[src/rtl/sr_init_ctrl_if.sv]
// Handshake and async-pin bundle between a load requester and sr_init_ctrl.
// The controller owns the slave side; the requester (or bench) owns the master side.
interface sr_init_ctrl_if #(
    parameter int WIDTH = 8
);
    logic             req;
    logic [WIDTH-1:0] init;
    logic             busy;
    logic             ack;
    logic             clk_en;
    logic [WIDTH-1:0] rn;
    logic [WIDTH-1:0] sn;

    modport master (
        output req, init,
        input  busy, ack, clk_en, rn, sn
    );

    modport slave (
        input  req, init,
        output busy, ack, clk_en, rn, sn
    );
endinterface

[src/rtl/sr_init_ctrl.sv]
// Loads an initial value into a bank of set/reset flops through their active-low
// RN/SN pins, gating the bank clock around the pulse and its recovery window.
module sr_init_ctrl #(
    parameter int WIDTH     = 8,
    parameter int PULSE_CYC = 2,
    parameter int RECOV_CYC = 2
) (
    input  logic          clk,
    input  logic          rst,
    sr_init_ctrl_if.slave bus
);

    localparam int MAX_CYC = (PULSE_CYC > RECOV_CYC) ? PULSE_CYC : RECOV_CYC;
    localparam int CW      = $clog2(MAX_CYC + 1);

    localparam logic [CW-1:0]    PULSE_LD = CW'(PULSE_CYC - 1);
    localparam logic [CW-1:0]    RECOV_LD = CW'(RECOV_CYC - 1);
    localparam logic [WIDTH-1:0] ALL_ONES = {WIDTH{1'b1}};
    localparam logic [WIDTH-1:0] ALL_ZERO = {WIDTH{1'b0}};

    typedef enum logic [2:0] {
        S_IDLE    = 3'd0,
        S_GATE    = 3'd1,
        S_ASSERT  = 3'd2,
        S_RELEASE = 3'd3,
        S_DONE    = 3'd4
    } state_t;

    state_t           state_r;
    logic [CW-1:0]    cnt_r;
    logic [WIDTH-1:0] init_q_r;
    logic             busy_r;
    logic             ack_r;
    logic             clk_en_r;
    logic [WIDTH-1:0] rn_r;
    logic [WIDTH-1:0] sn_r;

    assign bus.busy   = busy_r;
    assign bus.ack    = ack_r;
    assign bus.clk_en = clk_en_r;
    assign bus.rn     = rn_r;
    assign bus.sn     = sn_r;

    // Sequencer: every output is set for the state being entered, so the pins come straight off flops.
    always_ff @(posedge clk) begin
        if (rst) begin
            state_r  <= S_IDLE;
            cnt_r    <= '0;
            init_q_r <= ALL_ZERO;
            busy_r   <= 1'b0;
            ack_r    <= 1'b0;
            clk_en_r <= 1'b1;
            rn_r     <= ALL_ONES;
            sn_r     <= ALL_ONES;
        end else begin
            case (state_r)
                S_IDLE: begin
                    ack_r <= 1'b0;
                    rn_r  <= ALL_ONES;
                    sn_r  <= ALL_ONES;
                    if (bus.req) begin
                        init_q_r <= bus.init;
                        state_r  <= S_GATE;
                        busy_r   <= 1'b1;
                        clk_en_r <= 1'b0;
                    end else begin
                        busy_r   <= 1'b0;
                        clk_en_r <= 1'b1;
                    end
                end
                S_GATE: begin
                    // RN and SN are exact complements, so no bit ever sees both low.
                    state_r <= S_ASSERT;
                    cnt_r   <= PULSE_LD;
                    rn_r    <= init_q_r;
                    sn_r    <= ~init_q_r;
                end
                S_ASSERT: begin
                    if (cnt_r == '0) begin
                        state_r <= S_RELEASE;
                        cnt_r   <= RECOV_LD;
                        rn_r    <= ALL_ONES;
                        sn_r    <= ALL_ONES;
                    end else begin
                        cnt_r <= cnt_r - CW'(1);
                    end
                end
                S_RELEASE: begin
                    if (cnt_r == '0) begin
                        state_r  <= S_DONE;
                        ack_r    <= 1'b1;
                        busy_r   <= 1'b0;
                        clk_en_r <= 1'b1;
                    end else begin
                        cnt_r <= cnt_r - CW'(1);
                    end
                end
                S_DONE: begin
                    state_r <= S_IDLE;
                    ack_r   <= 1'b0;
                end
                default: begin
                    state_r  <= S_IDLE;
                    cnt_r    <= '0;
                    busy_r   <= 1'b0;
                    ack_r    <= 1'b0;
                    clk_en_r <= 1'b1;
                    rn_r     <= ALL_ONES;
                    sn_r     <= ALL_ONES;
                end
            endcase
        end
    end

endmodule

[src/flat_wrapper.sv]
// flat-port wrapper written by rule: the top's interface ports become plain ports
module sr_init_ctrl_flat 
#(
    parameter int WIDTH     = 8,
    parameter int PULSE_CYC = 2,
    parameter int RECOV_CYC = 2
)
  (clk, rst, bus_req, bus_init, bus_busy, bus_ack, bus_clk_en, bus_rn, bus_sn);
  sr_init_ctrl_if #(.WIDTH(WIDTH)) bus_i ();
  input  logic clk;
  input  logic rst;
  input wire logic [$bits(bus_i.req)-1:0] bus_req;
  input wire logic [$bits(bus_i.init)-1:0] bus_init;
  output wire logic [$bits(bus_i.busy)-1:0] bus_busy;
  output wire logic [$bits(bus_i.ack)-1:0] bus_ack;
  output wire logic [$bits(bus_i.clk_en)-1:0] bus_clk_en;
  output wire logic [$bits(bus_i.rn)-1:0] bus_rn;
  output wire logic [$bits(bus_i.sn)-1:0] bus_sn;
  assign bus_i.req = bus_req;
  assign bus_i.init = bus_init;
  assign bus_busy = bus_i.busy;
  assign bus_ack = bus_i.ack;
  assign bus_clk_en = bus_i.clk_en;
  assign bus_rn = bus_i.rn;
  assign bus_sn = bus_i.sn;
  sr_init_ctrl #(.WIDTH(WIDTH), .PULSE_CYC(PULSE_CYC), .RECOV_CYC(RECOV_CYC)) u_core (.clk(clk), .rst(rst), .bus(bus_i));
endmodule
[config.mk]
export PLATFORM = sky130hd
export DESIGN_NAME = sr_init_ctrl_flat
export DESIGN_NICKNAME = d
export VERILOG_FILES = /design/src/rtl/sr_init_ctrl_if.sv /design/src/rtl/sr_init_ctrl.sv /design/src/flat_wrapper.sv
export SDC_FILE = /design/constraint.sdc
export NUM_CORES = 1
export LEC_CHECK = 0
export CORE_MARGIN = 3
export CORE_UTILIZATION = 51
export DETAILED_ROUTE_END_ITERATION = 10
export PLACE_DENSITY = 0.89
export SLEW_MARGIN = 5
export SYNTH_ARGS = -nofsm -noshare
export SYNTH_HDL_FRONTEND = slang
export SYNTH_SLANG_ARGS = --single-unit
[constraint.sdc]
create_clock -name clk -period 4.05 [get_ports clk]
set_input_delay 0.405 -clock clk [delete_from_list [all_inputs] [get_ports clk]]
set_output_delay 0.405 -clock clk [all_outputs]
set_load 0.01 [all_outputs]
Word-level counts from Yosys, hierarchy flattened

Cells that the tools add are included.
Widths: inputs -> output; s select.

Register bits: 32
Latch bits: 0
Memory bits (writable): 0
Bits in read-only memories: 0
Input port bits: 11
Memories kept: 0

Add/subtract/negate cells: 1
Multiply operators: 0
Div/mod/pow operators: 0
$lt $le $gt $ge: 0
Equality and inequality tests: 8
Shift-type cells: 0
Multiplexer cells: 17
Bitwise gates (word level): 5
Reduce and logical (&&, ||, !) cells: 12

Operators with widths:

| cell                | count |
|---|---|
| $pmux 8 s3          | 2 |
| $pmux 3 s4          | 1 |
| $reduce_and 2->1    | 5 |
| $mux 3              | 3 |
| $mux 8              | 1 |
| $not 8->8           | 1 |
| $pmux 2 s4          | 1 |
| $eq 3x2->1 const B  | 2 |
| $pmux 1 s3          | 2 |
| $reduce_or 2->1     | 3 |
| $mux 1              | 4 |
| $mux 2              | 2 |
| $ne 2x1->1 const B  | 2 |
| $ne 2x2->1 const B  | 2 |
| $not 1->1           | 4 |
| $eq 3x1->1 const B  | 1 |
| $eq 3x3->1 const B  | 1 |
| $logic_not 3->1     | 1 |
| $reduce_and 3->1    | 1 |
| $reduce_or 3->1     | 1 |
| $logic_not 2->1     | 1 |
| $pmux 1 s2          | 1 |
| $sub 2x1->2 const B | 1 |

Longest topological paths before layout

Gate-level depths: netlist (run 1).

Word-level depth: 4
Mapped depth: 5

Worst setup path after synthesis (run 1)

Ideal clock, no wire load.

Kind: reg2reg
From: register u_core.cnt_r[0]
To: register u_core.cnt_r[0]
Arrival time: 1.167 ns
Slack: 2.780 ns
Stages on the path, launching flop included: 6
Path through: dfxtp_1 -> inv_1 -> ha_1 -> nand3_1 -> a21oi_1 -> a2111oi_2

Cells in the longest elaborated chain, start to end: 3
Elaborated cells on any way between the ends: 7
Those cells by class: 1 x add/sub; 1 x eq/ne; 3 x mux; 2 x reduce/logical

RTL lines:

| element                                               | line               | RTL |
|---|---|---|
| start, declared                                       | sr_init_ctrl.sv:30 | `logic [CW-1:0] cnt_r;` |
| start signal, assigned                                | sr_init_ctrl.sv:85 | `cnt_r <= cnt_r - CW'(1);` |
| start signal, assigned                                | sr_init_ctrl.sv:95 | `cnt_r <= cnt_r - CW'(1);` |
| $sub 2x1->2 / $logic_not 2->1 (equally long branches) | -                  |  |
| $mux 2, or another cell as far along                  | sr_init_ctrl.sv:89 | `if (cnt_r == '0) begin` |
| $pmux 2 s4 / $reduce_and 2->1 (equally long branches) | -                  |  |

Parallel ways exist; a longest one is shown, timed or not. The select of a mux whose other input is x is not followed.
A chain may end at the register's enable or synchronous reset.

==> reports/metrics.csv, run 1 <==
metric,value,unit
PwrDens,444.9,nW/um^2
Max-slew headroom,0.6089,
Iteration-0 DRC Markers,30,
layout cells sized above 1,0.1161,
clock skew,17.11,ps
# rows,17,
sw frac,0.3140,
Total Routing Usage GR,0.2015,
total clock sinks,32,
Resized Gates After CTS,0,
CTS tree,done,
Reg power frac,0.525,
Post-Synthesis Cells,125,
dpl cells,175,
Setup crit start kind,input pin,
Synthesis Warnings,0,
CP Capture Type,flop,
die area,3114,sq um
Psw,225.8,uW
worst path required time,4290,ps
clock share of power,0.259,
Synth top area share,0.5064,
Syn Std Cell Area,1265,sq um
outcome,"complete, no violations",
setup TNS,0,ps
CTS HTree Levels,2,
fmax,566.1,MHz
fin worst setup slack,2284,ps
vias per inst,5.820,
ys flop type,dfxtp_1,
Gate power share,0.217,
n_diodes,0,
max_cap viols,0,
worst slack at placement,1949,ps
Worst-Margin Slew,584.9,ps
Unique masters post-synth,35,
dpl hpwl,2163,um
register area share after synthesis,0.5064,
total I/O pin count,30,
number of setup buffers added after CTS,0,
Post-synth EDFFs,0,
Pleak,0.0005699,uW
Tot Pwr,719.3,uW
first-pass GRT wire length,4692,um
clock-pin slew on the worst setup and hold paths,110,ps
CORE AREA,2276,sq um
post-route minimum period,1766,ps
Final #Nets,167,
first-pass detailed-route iteration total,4,
"Net Count, Synth",138,
endpoints failing hold,0,
"top cells by count, synth","dfxtp_1, nand2_1, nor2_1",
Area Growth Syn to Fin,27.79,%
Non-Filler Instances,183,
Synth Area per Inst,10.12,sq um
Hold Crit Class,reg2reg,
"count leader, synth",dfxtp_1,
Hold Buf Count CTS,0,
maximum clock path buffer count,2,
Synth area leader,dfxtp_1,
worst-path cell chain,clkdlybuf4s50_1 -> nor2_1 -> nand3b_1 -> o32a_1,
Critical-path top delay cell,clkdlybuf4s50_1,
die width,55.80,um
RSZ-0062 raised after global routing,no,
total global routing overflow,0,
vias in the first global route,991,
Die Ht,55.80,um
DR DRC count,0,
Starting Density,0.5558,
initial antenna violation count,0,
crit share post-route,0.4361,
Clock Latency Late Sink,350,ps
CP max stage delay,700,ps
Num CTS Buffers,5,
wire per inst,15.96,um
GP Congestion,0.7651,
clk root buf,clkbuf_4,
CP max FO,13,
largest net degree at the start of global routing,22,
Pint,493.4,uW
"FFs w/ async S/R, synth",0,
Post-DRT Antenna Nets,0,
final setup violation count,0,
final wirelength,2920,um
synth top area cells,"dfxtp_1, o32a_1, nand2_1",
critical setup path kind,in2reg,
Yosys reg bits,32,
"Slew Viols, Final",0,
maximum vdd drop,350.5,uV
fin util,0.7103,
IO buf count,29,
Vias,1065,
CP arrival,2010,ps
final cells by class:
cell class | count | area (sq um)
fillers | 181 | 659.4
flip-flops and latches | 32 | 640.6
multi-input cells | 83 | 574.3
repair buffers | 30 | 297.8
clock buffers | 5 | 37.54
well taps | 28 | 35.03
clock inverters | 3 | 23.77
inverters | 2 | 7.507
through the flow:
stage               hold slack, ps  cell area, sq um
detailed placement           477.8              1555
floorplan                    440.6              1265
global route                 524.3              1617
finish                       490.6              1617
global placement             458.0              1555
CTS                          495.2              1617
cells in the final DEF, fill, tap and decap left out, types with 5 or more instances in the layout:
cell,netlist,final
a21oi_1,9,9
a22oi_1,8,8
clkbuf_4,0,5
clkdlybuf4s50_1,0,29
dfxtp_1,32,32
nand2_1,17,17
nor2_1,11,11
o32a_1,8,8
path summary, 6_finish.rpt:
kind | from | endpoint | slack (ps) | cells past startpoint
min | u_core.init_q_r[7] | u_core.init_q_r[7] | 490 | 2
min reg2reg | u_core.init_q_r[7] | u_core.init_q_r[7] | 490 | 2
max reg2reg | u_core.state_r[2] | u_core.init_q_r[0] | 2430 | 3
max | rst | u_core.bus.rn[3] | 2280 | 4
critical path: cells and delay by family:
kind,cells,cell delay [ps]
buffers and inverters,1,700
AND/OR/NAND/NOR,2,640
AO/OA/AOI/OAI,1,260
cell families after synthesis:
family | Yosys count | synth area share
AOI/OAI and AO/OA | 35 | 0.2196
xor gates and xnor gates | 1 | 0.006925
adders and majority gates | 2 | 0.01978
buffers and inverters | 10 | 0.03957
DFF | 32 | 0.5064
muxes | 1 | 0.008901
and+or+nand+nor | 44 | 0.1988
power groups by stage:
stage / clock network [uW] / logic (uW) / registers [uW]
5_1_grt: 203 / 170 / 381
3_5_place_dp: 0 / 156 / 384
3_3_place_gp: 0 / 150 / 382
6_report: 186 / 156 / 377
4_1_cts: 193 / 157 / 377
2_1_floorplan: 0 / 108 / 373
per-layer routing:
layer | up-vias | routed length, um | global-route usage | part of all wire
met5 | - | 0 | 0 | 0
met4 | 0 | 96 | 0.1389 | 0.033
met3 | 9 | 213 | 0.07193 | 0.073
met2 | 37 | 1411 | 0.3142 | 0.48
met1 | 505 | 1198 | 0.2278 | 0.41
li1 | 514 | - | - | -
registers in the layout (all words and copies together), names as in the netlist:
| register | count |
|---|---|
| u_core.state_r | 3 |
| u_core.bus.sn | 8 |
| u_core.bus.rn | 8 |
| u_core.init_q_r | 8 |
| u_core.cnt_r | 2 |
| u_core.bus.clk_en | 1 |
| u_core.bus.busy | 1 |
| u_core.bus.ack | 1 |
Power figures use the tool's default switching activity.
==> inputs of run 2 (changes only) <==
--- a/config.mk
+++ b/config.mk
@@ -6,9 +6,9 @@
 export NUM_CORES = 1
 export LEC_CHECK = 0
 export CORE_MARGIN = 3
-export CORE_UTILIZATION = 51
+export CORE_UTILIZATION = 48
 export DETAILED_ROUTE_END_ITERATION = 10
-export PLACE_DENSITY = 0.89
+export PLACE_DENSITY = 0.84
 export SLEW_MARGIN = 5
 export SYNTH_ARGS = -nofsm -noshare
 export SYNTH_HDL_FRONTEND = slang
==> constraint.sdc (replaced) <==
create_clock -name clk -period 1.8 [get_ports clk]
set_input_delay 0.18 -clock clk [delete_from_list [all_inputs] [get_ports clk]]
set_output_delay 0.18 -clock clk [all_outputs]
set_load 0.01 [all_outputs]
==> run 2 against run 1 <==
Net effect: final area grew 3.3%; flip-flop and latch count unchanged; clock-buffer cell count is 1 higher; largest cell class unchanged; register-to-register slack got worse by 2100 ps.
==> reports/metrics.csv, run 2 (synthesis results as in run 1) <==
metric,value,unit,change
outcome,"complete, no violations",,
total I/O pin count,30,,unchanged
Iteration-0 DRC Markers,31,,+3.3%
clock skew,4.126,ps,-12.99 ps
reg-to-reg endpoint,u_core.cnt_r[0],,
setup TNS,0,ps,unchanged
dpl hpwl,2064,um,-4.6%
HP Start,bus_init[6],,
CTS HTree Levels,2,,unchanged
Reg area,640.6,sq um,unchanged
post-route minimum period,1465,ps,
CORE AREA,2361,sq um,+3.7%
Hold Crit Class,in2reg,,
CP max FO,6,,-7
Post-DRT Antenna Nets,0,,unchanged
largest net degree at the start of global routing,23,,+4.5%
total clock sinks,32,,unchanged
Final #Nets,172,,+3.0%
CP Capture Type,flop,,
DR DRC count,0,,unchanged
Total Routing Usage GR,0.1982,,-0.003233
RSZ-0062 raised after global routing,no,,
die area,3287,sq um,+5.6%
GR Util met1,0.2815,,+0.05372
clock-pin slew on the worst setup and hold paths,100,ps,about the same
final hold slack,402.5,ps,-88.12 ps
number of setup buffers added after CTS,0,,unchanged
Num CTS Buffers,5,,unchanged
max_cap viols,0,,unchanged
met2 GRT Util,0.2871,,-0.02708
Starting Density,0.5358,,-0.02003
Setup crit start kind,flop,,
fmax,682.4,MHz,
Pleak,0.0006102,uW,+7.1%
Worst-Margin Slew,457.6,ps,-127.3 ps
initial antenna violation count,0,,unchanged
endpoints failing hold,0,,unchanged
Vias,1075,,+0.94%
Clock Latency Late Sink,320,ps,-30 ps
multi-input logic area,574.3,sq um,unchanged
PwrDens,1047,nW/um^2,+140%
final setup violation count,0,,unchanged
wire per inst,15.24,um,-4.5%
first-pass detailed-route iteration total,5,,+1
Resized Gates After CTS,0,,unchanged
# rows,17,,unchanged
"Slew Viols, Final",0,,unchanged
Min-Delay Endpoint,u_core.init_q_r[6],,
Die Ht,57.34,um,+2.8%
reg2reg start,u_core.cnt_r[0],,
total global routing overflow,0,,unchanged
Max-slew headroom,0.6936,,+0.08478
critical setup path kind,reg2reg,,
Hold Buf Count CTS,0,,unchanged
GP Congestion,0.8491,,+11%
CP arrival,1690,ps,-320 ps
worst path required time,2030,ps,-2260 ps
met3 Usage GRT,0.07014,,-0.001790
Area Growth Syn to Fin,31.95,%,
highest-count cells in the layout ignoring fill and taps,"dfxtp_1, clkdlybuf4s50_1, nand2_1",,
IO buf count,29,,unchanged
maximum clock path buffer count,2,,unchanged
layout cells sized above 1,0.1375,,+0.02137
crit share post-route,0.8142,,
clk root buf,clkbuf_4,,
FF-to-FF path depth,5,,+2
CTS tree,done,,
vias per inst,5.718,,-1.7%
first-pass GRT wire length,5050,um,+7.6%
"setup slack, reg-to-reg",330,ps,-2100 ps
hold depth,3,,+1
die width,57.34,um,+2.8%
n_diodes,0,,unchanged
final wirelength,2865,um,-1.9%
"most common cell after layout, fill and taps aside",dfxtp_1,,
maximum vdd drop,721.2,uV,+110%
fillcell total,174,,-3.9%
vias in the first global route,1068,,+7.8%
grt peak-use layer,met2,,
-- run 2: cell count changes in the layout (fill, tap and decap cells not counted), sizes merged --
cell and delta:
clkinvlp -2, buf +5, clkbuf +1, bufinv +1
-- run 2: metal layers --
layer / up-vias / share of wire
met4: 0 / 0.013
met1: 516 / 0.47
met2: 33 / 0.46
li1: 521 / -
met3: 5 / 0.054
met5: - / 0
-- run 2: critical path: stages, from the launching register on --
cell and delay (ps):
dfxtp_1 370, inv_1 70, ha_1 260, nand3_1 220, a21oi_1 120, a2111oi_2 330
-- run 2: worst max path at each step --
stage                    start            endpoint  slack [ps]  cells after the start
6_report       u_core.cnt_r[0]     u_core.cnt_r[0]         330                      5
5_1_grt        u_core.cnt_r[0]     u_core.cnt_r[0]         210                      5
4_1_cts        u_core.cnt_r[0]     u_core.cnt_r[0]         340                      5
3_5_place_dp           bus_req  u_core.init_q_r[7]         140                      4
3_3_place_gp           bus_req   u_core.bus.clk_en         160                      4
2_1_floorplan  u_core.cnt_r[0]     u_core.cnt_r[0]         530                      5
-- run 2: layout make-up --
class | instances | area share
Clock inverter | 2 | 0.02099
Tap cell | 28 | 0.02099
Multi-Input combinational cell | 83 | 0.3441
Sequential cell | 32 | 0.3838
Clock buffer | 6 | 0.02474
Timing Repair Buffer | 35 | 0.2009
Inverter | 2 | 0.004498
-- run 2: where the power goes --
group,switching (uW),internal (uW)
clock network,240,291
logic,198,198
registers,47.0,773
total,485,1260
-- run 2: through the flow --
| stage | setup WS (ps) | instances | area [sq um] | total power [uW] | util |
|---|---|---|---|---|---|
| floorplan | 529.8 | 125 | 1265 | 1082 | - |
| global placement | 158.9 | 180 | 1593 | 1214 | 0.6746 |
| detailed placement | 141.4 | 180 | 1593 | 1225 | 0.6746 |
| CTS | 338.3 | 188 | 1669 | 1753 | 0.7069 |
| global route | 212.7 | 188 | 1669 | 1841 | 0.7069 |
| finish | 334.5 | 188 | 1669 | 1748 | 0.7069 |
==> inputs of run 3 (changes only) <==
==> constraint.sdc (replaced) <==
create_clock -name clk -period 1.4 [get_ports clk]
set_input_delay 0.14 -clock clk [delete_from_list [all_inputs] [get_ports clk]]
set_output_delay 0.14 -clock clk [all_outputs]
set_load 0.01 [all_outputs]
==> run 3 against run 2 <==
Net effect: the flow now finishes with violations (setup timing); via count is 4.7% higher; register-to-register slack got worse by 330 ps; flip-flop and latch count unchanged; global-route usage increased by 1.3 points; first-iteration DRC count up 13%; utilization increased by 8.1 points; critical path type unchanged; hold slack worse by 53 ps; die area did not move; sequential power grew 30%.
==> reports/metrics.csv, run 3 (synthesis results as in run 1) <==
metric,value,unit,change
largest net degree at the start of global routing,19,,-17%
Area after DPL,1680,sq um,+5.5%
Total Routing Usage GR,0.2115,,+0.01329
Setup crit start kind,flop,,
maximum vdd drop,1098,uV,+52%
CORE AREA,2361,sq um,unchanged
Num CTS Buffers,5,,unchanged
met3 Usage GRT,0.07692,,+0.006787
design area,1861,sq um,+11%
final setup violation count,1,,+1
Tot Pwr,2498,uW,+43%
max_cap viols,0,,unchanged
Worst-Margin Slew,326.2,ps,-131.4 ps
Hold Buf Count CTS,0,,unchanged
vias in the first global route,1132,,+6.0%
critical setup path kind,reg2reg,,
Starting Density,0.5358,,unchanged
Clock Latency Late Sink,340,ps,+20 ps
Pint,1805,uW,+43%
Pleak,0.0007006,uW,+15%
fmax,714.2,MHz,+4.7%
highest-count cells in the layout ignoring fill and taps,"dfxtp_1, clkdlybuf4s50_1, nand2_1, buf_4, nor2_1",,
sw frac,0.2774,,about the same
CTS HTree Levels,2,,unchanged
Vias,1126,,+4.7%
n_diodes,0,,unchanged
Psw,693.1,uW,+43%
first-pass GRT wire length,5340,um,+5.7%
total I/O pin count,30,,unchanged
first-pass detailed-route iteration total,4,,-1
Final #Nets,184,,+7.0%
die area,3287,sq um,unchanged
post-route minimum period,1400,ps,-65.35 ps
die width,57.34,um,unchanged
worst path required time,1620,ps,-410 ps
failing checks,setup timing,,
vias per inst,5.630,,-1.5%
worst slack at placement,-111.0,ps,-252.4 ps
Iteration-0 DRC Markers,35,,+13%
CTS tree,done,,
layout cells sized above 1,0.2558,,+0.1183
Post-DRT Antenna Nets,0,,unchanged
endpoints failing hold,0,,unchanged
fin worst setup slack,-0.1303,ps,-334.6 ps
CP max FO,8,,+2
initial antenna violation count,0,,unchanged
wire per inst,16.46,um,+8.0%
total global routing overflow,0,,unchanged
Reg power frac,0.427,,-0.042
"Slew Viols, Final",0,,unchanged
GR Util met1,0.2915,,+0.009980
clock share of power,0.319,,+0.015
Hold Crit Class,in2reg,,
outcome,"finished, violations left",,
clock-pin slew on the worst setup and hold paths,110,ps,about the same
DR DRC count,0,,unchanged
met2 GRT Util,0.2985,,+0.01142
Gate power share,0.254,,+0.028
"most common cell after layout, fill and taps aside",dfxtp_1,,
# rows,17,,unchanged
GP Congestion,0.8263,,-2.7%
Die Ht,57.34,um,unchanged
final wirelength,3292,um,+15%
crit share post-route,1.000,,+0.1859
dpl hpwl,2259,um,+9.5%
fillcell total,138,,-21%
maximum clock path buffer count,2,,unchanged
CP arrival,1620,ps,-70 ps
Max-slew headroom,0.7819,,+0.08822
PwrDens,1343,nW/um^2,+28%
clock skew,17.80,ps,+13.67 ps
clk root buf,clkbuf_4,,
CP Capture Type,flop,,
Area Growth Syn to Fin,47.08,%,
total clock sinks,32,,unchanged
IO buf count,29,,unchanged
grt peak-use layer,met2,,
[run 3: final timing paths]
check	cells after the start	from	slack [ps]	end
max	6	u_core.cnt_r[0]	-0.1	u_core.bus.rn[3]
min reg2reg	2	u_core.bus.ack	460	u_core.bus.ack
min	3	bus_init[7]	350	u_core.init_q_r[7]
max reg2reg	6	u_core.cnt_r[0]	-0.1	u_core.bus.rn[3]
[run 3: critical path: stages, from the launching register on]
cell	delay [ps]
dfxtp_2	370
inv_1	90
ha_4	200
nand2b_4	80
a22oi_2	70
buf_4	170
o32a_1	280
[run 3: final cells by class]
type	instances	area, sq um	area share
clock buffers	7	65.06	0.03497
clock inverters	1	30.03	0.01614
inverters	2	7.507	0.004035
multi-input cells	83	616.8	0.3315
flip-flops and latches	32	645.6	0.3470
well taps	28	35.03	0.01883
repair buffers	47	460.4	0.2475
[run 3: power groups by stage]
stage | logic, uW | registers, uW | clock network, uW
detailed placement | 561 | 1080 | 0
floorplan | 313 | 1080 | 0
finish | 634 | 1070 | 798
global route | 679 | 1070 | 852
CTS | 587 | 1060 | 797
global placement | 538 | 1080 | 0
[run 3: repair_timing]
item,in CTS,in global routing
setup endpoints to repair,17,24
hold endpoints to repair,0,0
pin swaps,1,0
gates resized for setup,6,16
buffers inserted,1,1
gates cloned,0,0
[run 3: metrics by stage]
stage	std cells	util	hold WS (ps)	setup TNS, ps
global route	200	0.7880	353.7	-23.32
floorplan	125	-	276.0	0
finish	200	0.7880	349.8	-0.1303
detailed placement	190	0.7117	455.7	-1688
CTS	199	0.7615	348.0	0
global placement	190	0.7117	444.5	-752.8
[run 3: metal layers]
metal,up-vias,wire [um]
li1,549,-
met1,532,1554
met2,36,1495
met3,9,177
met4,0,64
met5,-,0
